$ cat src/rtl/fp_addsub_unit.sv
// fp_addsub_unit: five-state floating-point add/subtract with sticky alignment, LZC normalisation and status flags.
// Macro FP_ADDSUB_ROUND_NEAREST_EN: defined = round-to-nearest-even, undefined = truncate toward zero.
module fp_addsub_unit #(
  parameter int M = 10,
  parameter int E = 5
) (
  input  logic         clk,
  input  logic         reset,
  input  logic         set,
  input  logic         op,
  input  logic [M-1:0] a,
  input  logic [M-1:0] b,
  input  logic [E-1:0] a_exp,
  input  logic [E-1:0] b_exp,
  input  logic         a_sign,
  input  logic         b_sign,
  output logic [M-1:0] c,
  output logic [E-1:0] c_exp,
  output logic         c_sign,
  output logic         busy,
  output logic         done,
  output logic         overflow,
  output logic         underflow,
  output logic         inexact,
  output logic         invalid
);
  localparam int W   = M + 4;  // hidden bit + fraction + guard/round/sticky
  localparam int XE  = E + 2;  // signed exponent with headroom for carry and borrow
  localparam int LZW = $clog2(W + 1);
  localparam logic [E-1:0]          EMAX   = '1;
  localparam logic signed [XE-1:0]  EMAX_X = {2'b00, EMAX};
  localparam logic signed [XE-1:0]  ZERO_X = '0;

  typedef enum logic [2:0] {IDLE, ALIGN, ADD, NORM, ROUND} state_t;
  state_t state_reg, state_next;

  logic [M-1:0]         a_man_reg, b_man_reg, sp_man_reg;
  logic [E-1:0]         a_exp_reg, b_exp_reg, sp_exp_reg;
  logic                 a_sign_reg, b_sign_reg, sp_sign_reg, sp_inv_reg, special_reg;
  logic [W-1:0]         x_ext_reg, y_ext_reg, man_reg;
  logic                 sub_reg, sign_reg, zero_reg, uf_reg;
  logic signed [XE-1:0] exp_reg;
  logic [W:0]           sum_reg;

  // Alignment and special-value resolution
  logic         a_zero, b_zero, a_inf, b_inf, a_nan, b_nan, swap;
  logic [E-1:0] x_exp, y_exp, diff, sp_exp;
  logic [M-1:0] x_man, y_man, sp_man;
  logic         x_sign, y_sign, sp, sp_inv, sp_sign;
  logic [W-1:0] y_full, y_shift, lost;

  always_comb begin
    a_zero = (a_exp_reg == '0);
    b_zero = (b_exp_reg == '0);
    a_inf  = (a_exp_reg == EMAX) && (a_man_reg == '0);
    b_inf  = (b_exp_reg == EMAX) && (b_man_reg == '0);
    a_nan  = (a_exp_reg == EMAX) && (a_man_reg != '0);
    b_nan  = (b_exp_reg == EMAX) && (b_man_reg != '0);
    swap   = {b_exp_reg, b_man_reg} > {a_exp_reg, a_man_reg};
    x_exp  = swap ? b_exp_reg  : a_exp_reg;
    x_man  = swap ? b_man_reg  : a_man_reg;
    x_sign = swap ? b_sign_reg : a_sign_reg;
    y_exp  = swap ? a_exp_reg  : b_exp_reg;
    y_man  = swap ? a_man_reg  : b_man_reg;
    y_sign = swap ? a_sign_reg : b_sign_reg;
    diff   = x_exp - y_exp;
    y_full = {1'b1, y_man, 3'b000};
    lost   = '0;
    y_shift = {{(W-1){1'b0}}, 1'b1};
    if (int'(diff) < W) begin
      lost    = y_full & ~({W{1'b1}} << diff);
      y_shift = (y_full >> diff) | {{(W-1){1'b0}}, |lost};
    end

    sp      = 1'b1;
    sp_inv  = 1'b0;
    sp_sign = 1'b0;
    sp_exp  = '0;
    sp_man  = '0;
    if (a_nan || b_nan || (a_inf && b_inf && (a_sign_reg != b_sign_reg))) begin
      sp_inv = 1'b1;
      sp_exp = EMAX;
      sp_man = {1'b1, {(M-1){1'b0}}};
    end else if (a_inf) begin
      sp_sign = a_sign_reg;
      sp_exp  = EMAX;
    end else if (b_inf) begin
      sp_sign = b_sign_reg;
      sp_exp  = EMAX;
    end else if (a_zero && b_zero) begin
      sp_sign = a_sign_reg & b_sign_reg;
    end else if (a_zero) begin
      {sp_sign, sp_exp, sp_man} = {b_sign_reg, b_exp_reg, b_man_reg};
    end else if (b_zero) begin
      {sp_sign, sp_exp, sp_man} = {a_sign_reg, a_exp_reg, a_man_reg};
    end else begin
      sp = 1'b0;
    end
  end

  // Magnitude add/subtract; the larger operand is always x, so the difference is never negative
  logic [W:0] sum_next;
  always_comb begin
    sum_next = sub_reg ? ({1'b0, x_ext_reg} - {1'b0, y_ext_reg})
                       : ({1'b0, x_ext_reg} + {1'b0, y_ext_reg});
  end

  logic [LZW-1:0]       lz;
  logic [W-1:0]         norm_man;
  logic signed [XE-1:0] norm_exp;
  always_comb begin
    lz = '0;
    for (int i = 0; i < W; i++) begin
      if (sum_reg[i]) lz = LZW'(W - 1 - i);
    end
    if (sum_reg[W]) begin
      norm_man = {sum_reg[W:2], sum_reg[1] | sum_reg[0]};
      norm_exp = exp_reg + XE'(1);
    end else begin
      norm_man = sum_reg[W-1:0] << lz;
      norm_exp = exp_reg - $signed({{(XE-LZW){1'b0}}, lz});
    end
  end

  logic                 round_up, grs;
  logic [M+1:0]         rnd;
  logic [M-1:0]         rnd_man;
  logic signed [XE-1:0] rnd_exp;
  always_comb begin
    grs = |man_reg[2:0];
`ifdef FP_ADDSUB_ROUND_NEAREST_EN
    round_up = man_reg[2] & (man_reg[1] | man_reg[0] | man_reg[3]);
`else
    round_up = 1'b0;
`endif
    rnd = {1'b0, man_reg[W-1:3]} + {{(M+1){1'b0}}, round_up};
    if (rnd[M+1]) begin
      rnd_man = rnd[M:1];
      rnd_exp = exp_reg + XE'(1);
    end else begin
      rnd_man = rnd[M-1:0];
      rnd_exp = exp_reg;
    end
  end

  always_comb begin
    state_next = state_reg;
    case (state_reg)
      IDLE:    if (set) state_next = ALIGN;
      ALIGN:   state_next = ADD;
      ADD:     state_next = NORM;
      NORM:    state_next = ROUND;
      ROUND:   state_next = IDLE;
      default: state_next = IDLE;
    endcase
  end

  always_ff @(posedge clk) begin
    if (!reset) state_reg <= IDLE;
    else        state_reg <= state_next;
  end

  always_ff @(posedge clk) begin
    if (!reset) begin
      busy      <= 1'b0;
      done      <= 1'b0;
      c         <= '0;
      c_exp     <= '0;
      c_sign    <= 1'b0;
      overflow  <= 1'b0;
      underflow <= 1'b0;
      inexact   <= 1'b0;
      invalid   <= 1'b0;
    end else begin
      done <= 1'b0;
      case (state_reg)
        IDLE: if (set) begin
          a_man_reg  <= a;
          b_man_reg  <= b;
          a_exp_reg  <= a_exp;
          b_exp_reg  <= b_exp;
          a_sign_reg <= a_sign;
          b_sign_reg <= b_sign ^ op;
          busy       <= 1'b1;
        end
        ALIGN: begin
          x_ext_reg   <= {1'b1, x_man, 3'b000};
          y_ext_reg   <= y_shift;
          sub_reg     <= x_sign ^ y_sign;
          sign_reg    <= x_sign;
          exp_reg     <= $signed({2'b00, x_exp});
          special_reg <= sp;
          sp_inv_reg  <= sp_inv;
          sp_sign_reg <= sp_sign;
          sp_exp_reg  <= sp_exp;
          sp_man_reg  <= sp_man;
        end
        ADD: sum_reg <= sum_next;
        NORM: begin
          man_reg  <= norm_man;
          exp_reg  <= norm_exp;
          zero_reg <= (sum_reg == '0);
          uf_reg   <= (norm_exp <= ZERO_X);
        end
        ROUND: begin
          busy      <= 1'b0;
          done      <= 1'b1;
          overflow  <= 1'b0;
          underflow <= 1'b0;
          inexact   <= 1'b0;
          invalid   <= 1'b0;
          if (special_reg) begin
            {c_sign, c_exp, c} <= {sp_sign_reg, sp_exp_reg, sp_man_reg};
            invalid <= sp_inv_reg;
          end else if (zero_reg) begin
            {c_sign, c_exp, c} <= '0;
          end else if (uf_reg) begin
            // Flushing a nonzero value always discards set bits
            {c_sign, c_exp, c} <= {sign_reg, {E{1'b0}}, {M{1'b0}}};
            underflow <= 1'b1;
            inexact   <= 1'b1;
          end else if (rnd_exp >= EMAX_X) begin
            overflow <= 1'b1;
            inexact  <= 1'b1;
            c_sign   <= sign_reg;
`ifdef FP_ADDSUB_ROUND_NEAREST_EN
            c_exp <= EMAX;
            c     <= '0;
`else
            c_exp <= EMAX - E'(1);
            c     <= '1;
`endif
          end else begin
            c_sign  <= sign_reg;
            c_exp   <= rnd_exp[E-1:0];
            c       <= rnd_man;
            inexact <= grs;
          end
        end
        default: ;
      endcase
    end
  end
endmodule

$ cat config.mk
export PLATFORM = sky130hd
export DESIGN_NAME = fp_addsub_unit
export DESIGN_NICKNAME = d
export VERILOG_FILES = /design/src/rtl/fp_addsub_unit.sv
export SDC_FILE = /design/constraint.sdc
export NUM_CORES = 1
export LEC_CHECK = 0
export CELL_PAD_IN_SITES_DETAIL_PLACEMENT = 1
export CELL_PAD_IN_SITES_GLOBAL_PLACEMENT = 1
export CORE_ASPECT_RATIO = 0.8
export CORE_MARGIN = 2
export CORE_UTILIZATION = 45
export DETAILED_ROUTE_END_ITERATION = 10
export PLACE_DENSITY = 0.82
export SYNTH_ARGS = -nofsm -noshare
export SYNTH_HDL_FRONTEND = slang
export SYNTH_SLANG_ARGS = --single-unit
export TNS_END_PERCENT = 10
$ cat constraint.sdc
create_clock -name clk -period 6.05 [get_ports clk]
set_clock_uncertainty 0.2 [all_clocks]
set_input_delay 1.5125 -clock clk [delete_from_list [all_inputs] [get_ports clk]]
set_output_delay 1.5125 -clock clk [all_outputs]
set_load 0.03 [all_outputs]
* Yosys cells after proc, flatten, opt, wreduce, memory -nomap -nowiden *
Cells that the tools add are included.

word-level totals
  register bits = 138
  input port bits = 36
  word-level logic and storage cells = 154

cells by class
  $add $sub $neg = 5
  $lt $le $gt $ge = 4
  equality and inequality tests = 8
  shifts and indexed selects = 3
  multiplexer cells = 66
  bitwise logic cells = 7
  reduce and logical (&&, ||, !) cells = 30

operator list
  kind                                               count
  two-way mux 10 bit                                 11
  two-way mux 4 bit                                  14
  two-way mux 5 bit                                  9
  two-way mux 1 bit                                  25
  zero test 10 bit                                   2
  nonzero test 10 bit                                2
  adder 14 x 14 -> 15 bit                            1
  > comparator 15 bit                                1
  zero test 15 bit                                   1
  two-way mux 15 bit                                 1
  subtractor 14 x 14 -> 15 bit                       1
  AND 14 bit                                         1
  inverter 14 bit                                    1
  OR 14 x 1 -> 14 bit                                1
  case mux 7 bit (2 select lines)                    1
  OR reduction 14 bit                                1
  << shifter 14 x 4 -> 13 bit                        1
  << shifter 14 x 5 -> 14 bit, first input constant  1
  >> shifter 14 x 5 -> 14 bit                        1
  two-way mux 13 bit                                 1
  case mux 3 bit (4 select lines)                    1
  == test 5 bit, second input constant               2
  zero test 5 bit                                    2
  AND reduction 2 bit                                5
  25 further kinds                                   36

* Logic depth before layout (Yosys ltp) *
Gate-level depths: netlist of run 1.

  depth after elaboration = 17
  gate-level depth with buffers = 19
  gate-level depth less buffers = 19

* Least setup slack after synthesis of run 1 *
Ideal clock, no wire load.

  kind = input to register
  start = input reset
  end = register sign_reg, enable pin
  data arrival time = 3,953 ps
  required time = 5,399 ps
  setup slack = 1,446 ps
  stages = 4
  cells stage by stage = inv_1 > nor2_1 > and2_1 > nor2b_1

on the way
  longest elaborated chain between the ends = 1

RTL lines
  what                                  RTL line  text
  from (decl)                           8         input logic reset,
  AND reduction 2 bit (no source line)  n/a
  to (signal assigned)                  190       sign_reg <= x_sign;
  to (decl)                             41        logic sub_reg, sign_reg, zero_reg, uf_reg;

No other way between the ends.
A chain may end at the register's enable or synchronous reset.

* Worst setup path after layout of run 1 *
  start = register a_exp_reg[0]
  end = register y_ext_reg[0], data pin

on the way
  longest elaborated chain between the ends = 8
  elaborated cells on any way between the ends = 12
  those cells by class = add/sub: 1; order compare: 2; shift: 2; mux: 3; bitwise: 3; reduce/logical: 1

RTL lines
  what                                  RTL line  text
  from (decl)                           38        logic [E-1:0] a_exp_reg, b_exp_reg, sp_exp_reg;
  from (signal assigned)                180       a_exp_reg <= a_exp;
  > comparator 15 bit                   59        swap = {b_exp_reg, b_man_reg} > {a_exp_reg, a_man_reg};
  two-way mux 5 bit (on tied branches)  60, 63
  subtractor 5 bit                      66        diff = x_exp - y_exp;
  << shifter 14 x 5 -> 14 bit           71        lost = y_full & ~({W{1'b1}} << diff);
  inverter 14 bit                       71
  AND 14 bit                            71
  OR reduction 14 bit                   72        y_shift = (y_full >> diff) | {{(W-1){1'b0}}, |lost};
  OR 14 x 1 -> 14 bit                   72
  to (signal assigned)                  188       y_ext_reg <= y_shift;
  to (decl)                             40        logic [W-1:0] x_ext_reg, y_ext_reg, man_reg;

Several ways; a longest one is shown, not always the timed one.

==> results.py, run 1 <==
metrics = {
    "outcome": {
        "status": "complete, no violations",
    },
    "timing": {
        "period_needed_ns": 4.92,
        "clock.fmax_mhz": 203,
        "period_share_pct": 81.4,
        "finalHoldViolations": 0,
        "drv_slew": 0,
        "rsz0062_at_grt": "no",
        "setup_tns_ns": 0,
        "setup_violations": 0,
        "tightest_slew_ns": 1.19,
        "slew_headroom_pct": 20.6,
    },
    "placement": {
        "io_buffers": 57,
        "dp_hpwl_mm": 17.1,
        "gp_congestion": 0.897,
    },
    "yosys": {
        "synth_edf_count": 113,
        "async_flop_share_pct": 0,
        "avgSynthCellArea_um2": 9.92,
        "syn-num-nets": 918,
        "synth.distinct_cells": 70,
        "synth-seq-cells": 138,
        "synth_area_um2": 8290,
        "yosysTopAreaCellShare_pct": 40.9,
        "netlist_instances": 835,
        "synth_commonest_cells": "edfxtp_1, a21oi_1, nor2_1",
        "yosysMostFrequentCell": "edfxtp_1",
        "ys.flop_type": "edfxtp_1",
        "synth.area.top_cells": "edfxtp_1, ha_1, dfxtp_1, mux2i_1, a21oi_1",
        "seq_area_frac_synth_pct": 47.0,
        "yosys_warnings": 0,
        "synth_top_cell_by_area": "edfxtp_1",
    },
    "power": {
        "seqPwrFrac_pct": 40.0,
        "switching_share_pct": 34.2,
        "p_leak_uw": 0.00368,
        "ir_drop_v": 0.000186,
        "switching_power_uw": 1070,
        "power_frac_comb_pct": 26.9,
        "internal_power_uw": 2070,
        "p_per_area_nw_per_um2": 324,
        "p_clk_share_pct": 33.1,
    },
    "min_path": {
        "hp-start": "invalid",
        "hold_class": "reg -> reg",
        "worst_hold_path.endpoint": "invalid",
        "hold_depth": 2,
    },
    "floorplan": {
        "core-area_um2": 18100,
        "dieArea_um2": 19500,
        "io_pins": 58,
        "dieHeight_um": 125,
        "start_util_pct": 45.8,
        "placementRows": 44,
        "die_x_um": 156,
    },
    "drt": {
        "firstDrtPassIters": 5,
        "finalWirelength_mm": 23.1,
        "drcViolationCount": 0,
        "ant_nets": 0,
        "vias": 6696,
        "wl_per_cell_um": 20.4,
        "drtIter0Drc": 554,
        "post_drt_via_cell_ratio": 5.93,
    },
    "clock_network": {
        "insertion_delay_ns": 0.43,
        "cts_resized": 0,
        "cts.htree.levels": 4,
        "cts_setup_buffers": 0,
        "clk_pin_slew_ns": 0.07,
        "clock-sinks": 138,
        "cts_hold_buf": 0,
        "tritoncts": "yes",
        "cts_buffers": 17,
        "root_buffer": "clkbuf_16",
        "cts_buffer_depth": 2,
    },
    "worst_setup_path": {
        "crit_path_frequent_cell": "inv_1",
        "cp_num_buf_inv": 4,
        "critPathCaptureType": "register",
        "path_max_fanout": 26,
        "cp.required_ns": 6.02,
        "slowest_delay_ns": 0.88,
        "worstSetupStartpointType": "register",
        "crit_family": "compound AO/OA/AOI/OAI gates",
        "worst-r2r-setup-slack_ns": 1.13,
        "arrival_ns": 4.90,
        "critical_path_class": "reg -> reg",
        "r2r_end": "y_ext_reg[0]",
        "slowest_stage": "ha_1",
        "reg2regPathDepth": 16,
        "rr_startpoint": "a_exp_reg[0]",
        "crit_path_cell_trace": "inv_1, ha_1, nand4_1, nor2_1, o31ai_2, a21oi_4, mux2i_1, inv_1, ha_1, buf_4, nand2b_1, inv_1, o221ai_1, a2111oi_1, o2111ai_1, a221o_1",
    },
    "final_layout": {
        "multi_input_area_um2": 4040,
        "num_antenna_cells": 0,
        "largest_reg_flops": 15,
        "drive_gt1_share_pct": 7.34,
        "seq_area_um2": 3890,
        "n_fill_cell": 1970,
        "final_nets": 969,
        "area_growth_pct": 16.9,
        "fin_util_pct": 53.5,
    },
    "global_route": {
        "grtUsageTotal_pct": 24.4,
        "antenna_found_initial": 0,
        "grt_pass1_vias": 6874,
        "grt-ovfl-total": 0,
        "grt_max_degree": 45,
        "grt_pass1_wl_mm": 37.3,
    },
    "flow_run": {
        "maxCapViolCount": 0,
    },
}
how the worst max path moves through the flow:
| stage | from | to | slack (ns) | depth (start not counted) |
|---|---|---|---|---|
| after floorplan | reset | sign_reg | 1.45 | 4 |
| after global placement | b_exp_reg[0] | y_ext_reg[5] | 1.39 | 11 |
| after detailed placement | a_exp_reg[0] | y_ext_reg[0] | 1.15 | 16 |
| after CTS | b_exp_reg[0] | y_ext_reg[5] | 1.12 | 11 |
| after global routing | a_exp_reg[0] | y_ext_reg[5] | 0.70 | 12 |
| final | a_exp_reg[0] | y_ext_reg[0] | 1.13 | 16 |
per-layer routing:
metal | share of wire, % | global-route usage [%] | vias up
li1 | - | - | 3188
met4 | 2.6 | 8.63 | 0
met3 | 4.4 | 4.40 | 39
met1 | 46 | 33.9 | 3277
met5 | 0 | 0 | -
met2 | 47 | 38.7 | 192
cell families (layout without fill, tap and decap cells):
kind of cell | Yosys count | in the layout | share of synthesized area [%]
mux | 59 | 59 | 7.67
xor+xnor | 21 | 21 | 2.22
compound gates | 245 | 245 | 18.1
buf+inv | 94 | 158 | 4.45
fa+ha+maj | 47 | 47 | 7.28
simple gates | 231 | 231 | 13.3
flops | 138 | 138 | 47.0
tightest hold or removal path, delay by kind of cell (launching register included):
kind | cells | cell delay, ns
AND/OR/NAND/NOR | 1 | 0.05
flip-flops | 1 | 0.31
AO/OA/AOI/OAI | 1 | 0.05
layout by cell type (no fill, tap or decap), types with 8 or more instances in the layout:
master           instances
edfxtp_1               113
nor2_1                  80
a21oi_1                 80
o21ai_0                 74
inv_1                   58
clkdlybuf4s50_1         57
nand2_1                 55
mux2i_1                 50
ha_1                    45
nor3_1                  25
dfxtp_1                 25
clkbuf_16               18
xnor2_1                 14
nand3_1                 13
nand2b_1                10
buf_4                   10
a211oi_1                 8
o21bai_1                 8
nor2b_1                  8
power groups by stage:
stage / clock network, uW / logic, uW / registers (uW)
detailed placement: 0 / 826 / 1270
CTS: 1050 / 841 / 1250
floorplan: 0 / 610 / 1240
global placement: 0 / 792 / 1270
global route: 1100 / 934 / 1260
finish: 1040 / 844 / 1260
cell type report:
cell class | instances | area share (%)
clock inverter | 14 | 1.47
inverter | 59 | 2.29
sequential | 138 | 40.2
clock buffer | 18 | 4.65
tap | 230 | 2.97
multi-input combinational | 603 | 41.7
timing repair buffer | 67 | 6.67
stage by stage:
stage	cells	setup WS (ns)	hold WS [ns]	total power, uW	area, um2
detailed placement	1097	1.15	0.246	2100	9090
CTS	1129	1.12	0.256	3150	9680
finish	1129	1.13	0.254	3140	9680
floorplan	835	1.45	0.269	1850	8290
global route	1129	0.701	0.298	3290	9680
global placement	1097	1.39	0.246	2060	9090
No activity file was read; power rests on OpenSTA's default activity.
==> inputs of run 2 (changes only) <==
==> constraint.sdc (replaced) <==
create_clock -name clk -period 5.1 [get_ports clk]
set_clock_uncertainty 0.2 [all_clocks]
set_input_delay 1.275 -clock clk [delete_from_list [all_inputs] [get_ports clk]]
set_output_delay 1.275 -clock clk [all_outputs]
set_load 0.03 [all_outputs]
==> run 2 against run 1 <==
Compared with the run above: count of clock-buffer cells in the layout up 3; sequential cell count is the same; combinational power up 20%; die area is the same; critical path type unchanged; critical path depth is 2 lower.
==> results.py, run 2 (synthesized netlist as in run 1, its figures left out) <==
metrics = {
    "worst_setup_path": {
        "slowest_delay_ns": 0.49,
        "cp_num_buf_inv": 2,
        "crit_path_frequent_cell": "ha_1",
        "cp.required_ns": 5.08,
        "arrival_ns": 4.49,
        "critPathCaptureType": "register",
        "critical_path_class": "reg -> reg",
        "crit_path_cell_trace": "ha_1, a211oi_1, nor2_1, o31ai_2, a21oi_4, mux2i_1, inv_1, ha_1, o31ai_1, a21boi_2, buf_4, o311ai_0, a211o_1, a221o_1",
        "worstSetupStartpointType": "register",
        "crit_family": "compound AO/OA/AOI/OAI gates",
        "path_max_fanout": 30,
        "slowest_stage": "edfxtp_1",
    },
    "clock_network": {
        "cts_setup_buffers": 0,
        "cts_resized": 0,
        "tritoncts": "yes",
        "cts.htree.levels": 4,
        "cts_buffers": 17,
        "root_buffer": "clkbuf_16",
        "cts_hold_buf": 0,
        "insertion_delay_ns": 0.43,
        "clk_pin_slew_ns": 0.06,
        "cts_buffer_depth": 2,
        "clock-sinks": 138,
    },
    "final_layout": {
        "final_nets": 972,
        "area_growth_pct": 17.2,
        "num_antenna_cells": 0,
        "final_area_um2": 9710,
        "drive_gt1_share_pct": 7.54,
        "layout_commonest_cell": "edfxtp_1",
        "largest_reg_flops": 15,
        "fin_util_pct": 53.6,
        "layout_common_cells": "edfxtp_1, nor2_1, a21oi_1, o21ai_0, inv_1",
    },
    "global_route": {
        "grt_pass1_wl_mm": 37.2,
        "antenna_found_initial": 0,
        "grt-ovfl-total": 0,
        "grtUsageTotal_pct": 24.4,
        "grt_max_degree": 45,
        "grt_pass1_vias": 6838,
    },
    "timing": {
        "tightest_slew_ns": 0.977,
        "drv_slew": 0,
        "clock.fmax_mhz": 221,
        "period_share_pct": 88.5,
        "setup_tns_ns": 0,
        "rsz0062_at_grt": "no",
        "finalHoldViolations": 0,
        "slew_headroom_pct": 34.6,
        "setup_violations": 0,
        "whs_ns": 0.258,
        "period_needed_ns": 4.52,
    },
    "drt": {
        "finalWirelength_mm": 22.9,
        "drcViolationCount": 0,
        "vias": 6773,
        "ant_nets": 0,
        "post_drt_via_cell_ratio": 5.98,
        "firstDrtPassIters": 6,
        "drtIter0Drc": 546,
        "wl_per_cell_um": 20.2,
    },
    "floorplan": {
        "die_x_um": 156,
        "dieArea_um2": 19500,
        "dieHeight_um": 125,
        "core-area_um2": 18100,
        "io_pins": 58,
        "placementRows": 44,
        "start_util_pct": 45.8,
    },
    "flow_run": {
        "maxCapViolCount": 0,
    },
    "outcome": {
        "status": "complete, no violations",
    },
    "min_path": {
        "hold_class": "reg -> reg",
    },
    "power": {
        "power.total_uw": 3730,
        "ir_drop_v": 0.000221,
        "p_leak_uw": 0.00369,
        "p_per_area_nw_per_um2": 385,
    },
    "placement": {
        "dp_hpwl_mm": 17.0,
        "io_buffers": 57,
        "place_area_um2": 9110,
        "gp_congestion": 0.922,
    },
}
[run 2: cell count changes in the layout (fill, tap and decap cells not counted)]
cell / before / now
inv_8: 6 / 2
buf_4: 10 / 13
inv_4: 1 / 4
clkbuf_16: 18 / 20
clkbuf_1: 0 / 1
clkinv_4: 2 / 1
clkinv_8: 1 / 0
[run 2: power breakdown]
part	switching (uW)	internal, uW	total [uW]
combinational	612	399	1010
clock	516	724	1240
sequential	111	1370	1480
total	1240	2490	3730
[run 2: final timing paths]
path / cells after the start / from / slack (ns) / end
worst max-delay path: 14 / b_man_reg[4] / 0.58 / y_ext_reg[0]
worst min-delay path: 2 / inexact / 0.26 / inexact
worst max register to register: 14 / b_man_reg[4] / 0.58 / y_ext_reg[0]
worst min register to register: 2 / inexact / 0.26 / inexact
[run 2: worst register-to-register path: cells and delay by family (launching register included)]
kind	cells	cell delay, ns
buffers and inverters	2	0.42
AND/OR/NAND/NOR	1	0.10
flip-flops	1	0.49
AO/OA/AOI/OAI	8	2.24
adder cells (fa/ha/maj)	2	0.58
multiplexers	1	0.24
[run 2: per-layer routing]
| metal | part of all wire, % | GRT usage, % |
|---|---|---|
| met1 | 46 | 34.1 |
| met2 | 46 | 38.2 |
| met3 | 5.6 | 5.34 |
| met4 | 1.9 | 7.45 |
| met5 | 0 | 0 |
[run 2: layout make-up]
class / count / area (um2)
fill: 1980 / 8400
sequential: 138 / 3890
clock buffer: 21 / 504
tap: 230 / 288
timing repair buffer: 70 / 668
clock inverter: 11 / 91.3
inverter: 59 / 221
multi-input combinational: 603 / 4040
[run 2: through the flow]
stage	cells	worst slack, ns
finish	1132	0.584
global route	1132	0.244
CTS	1132	0.619
detailed placement	1100	0.737
global placement	1100	0.838
floorplan	835	0.734
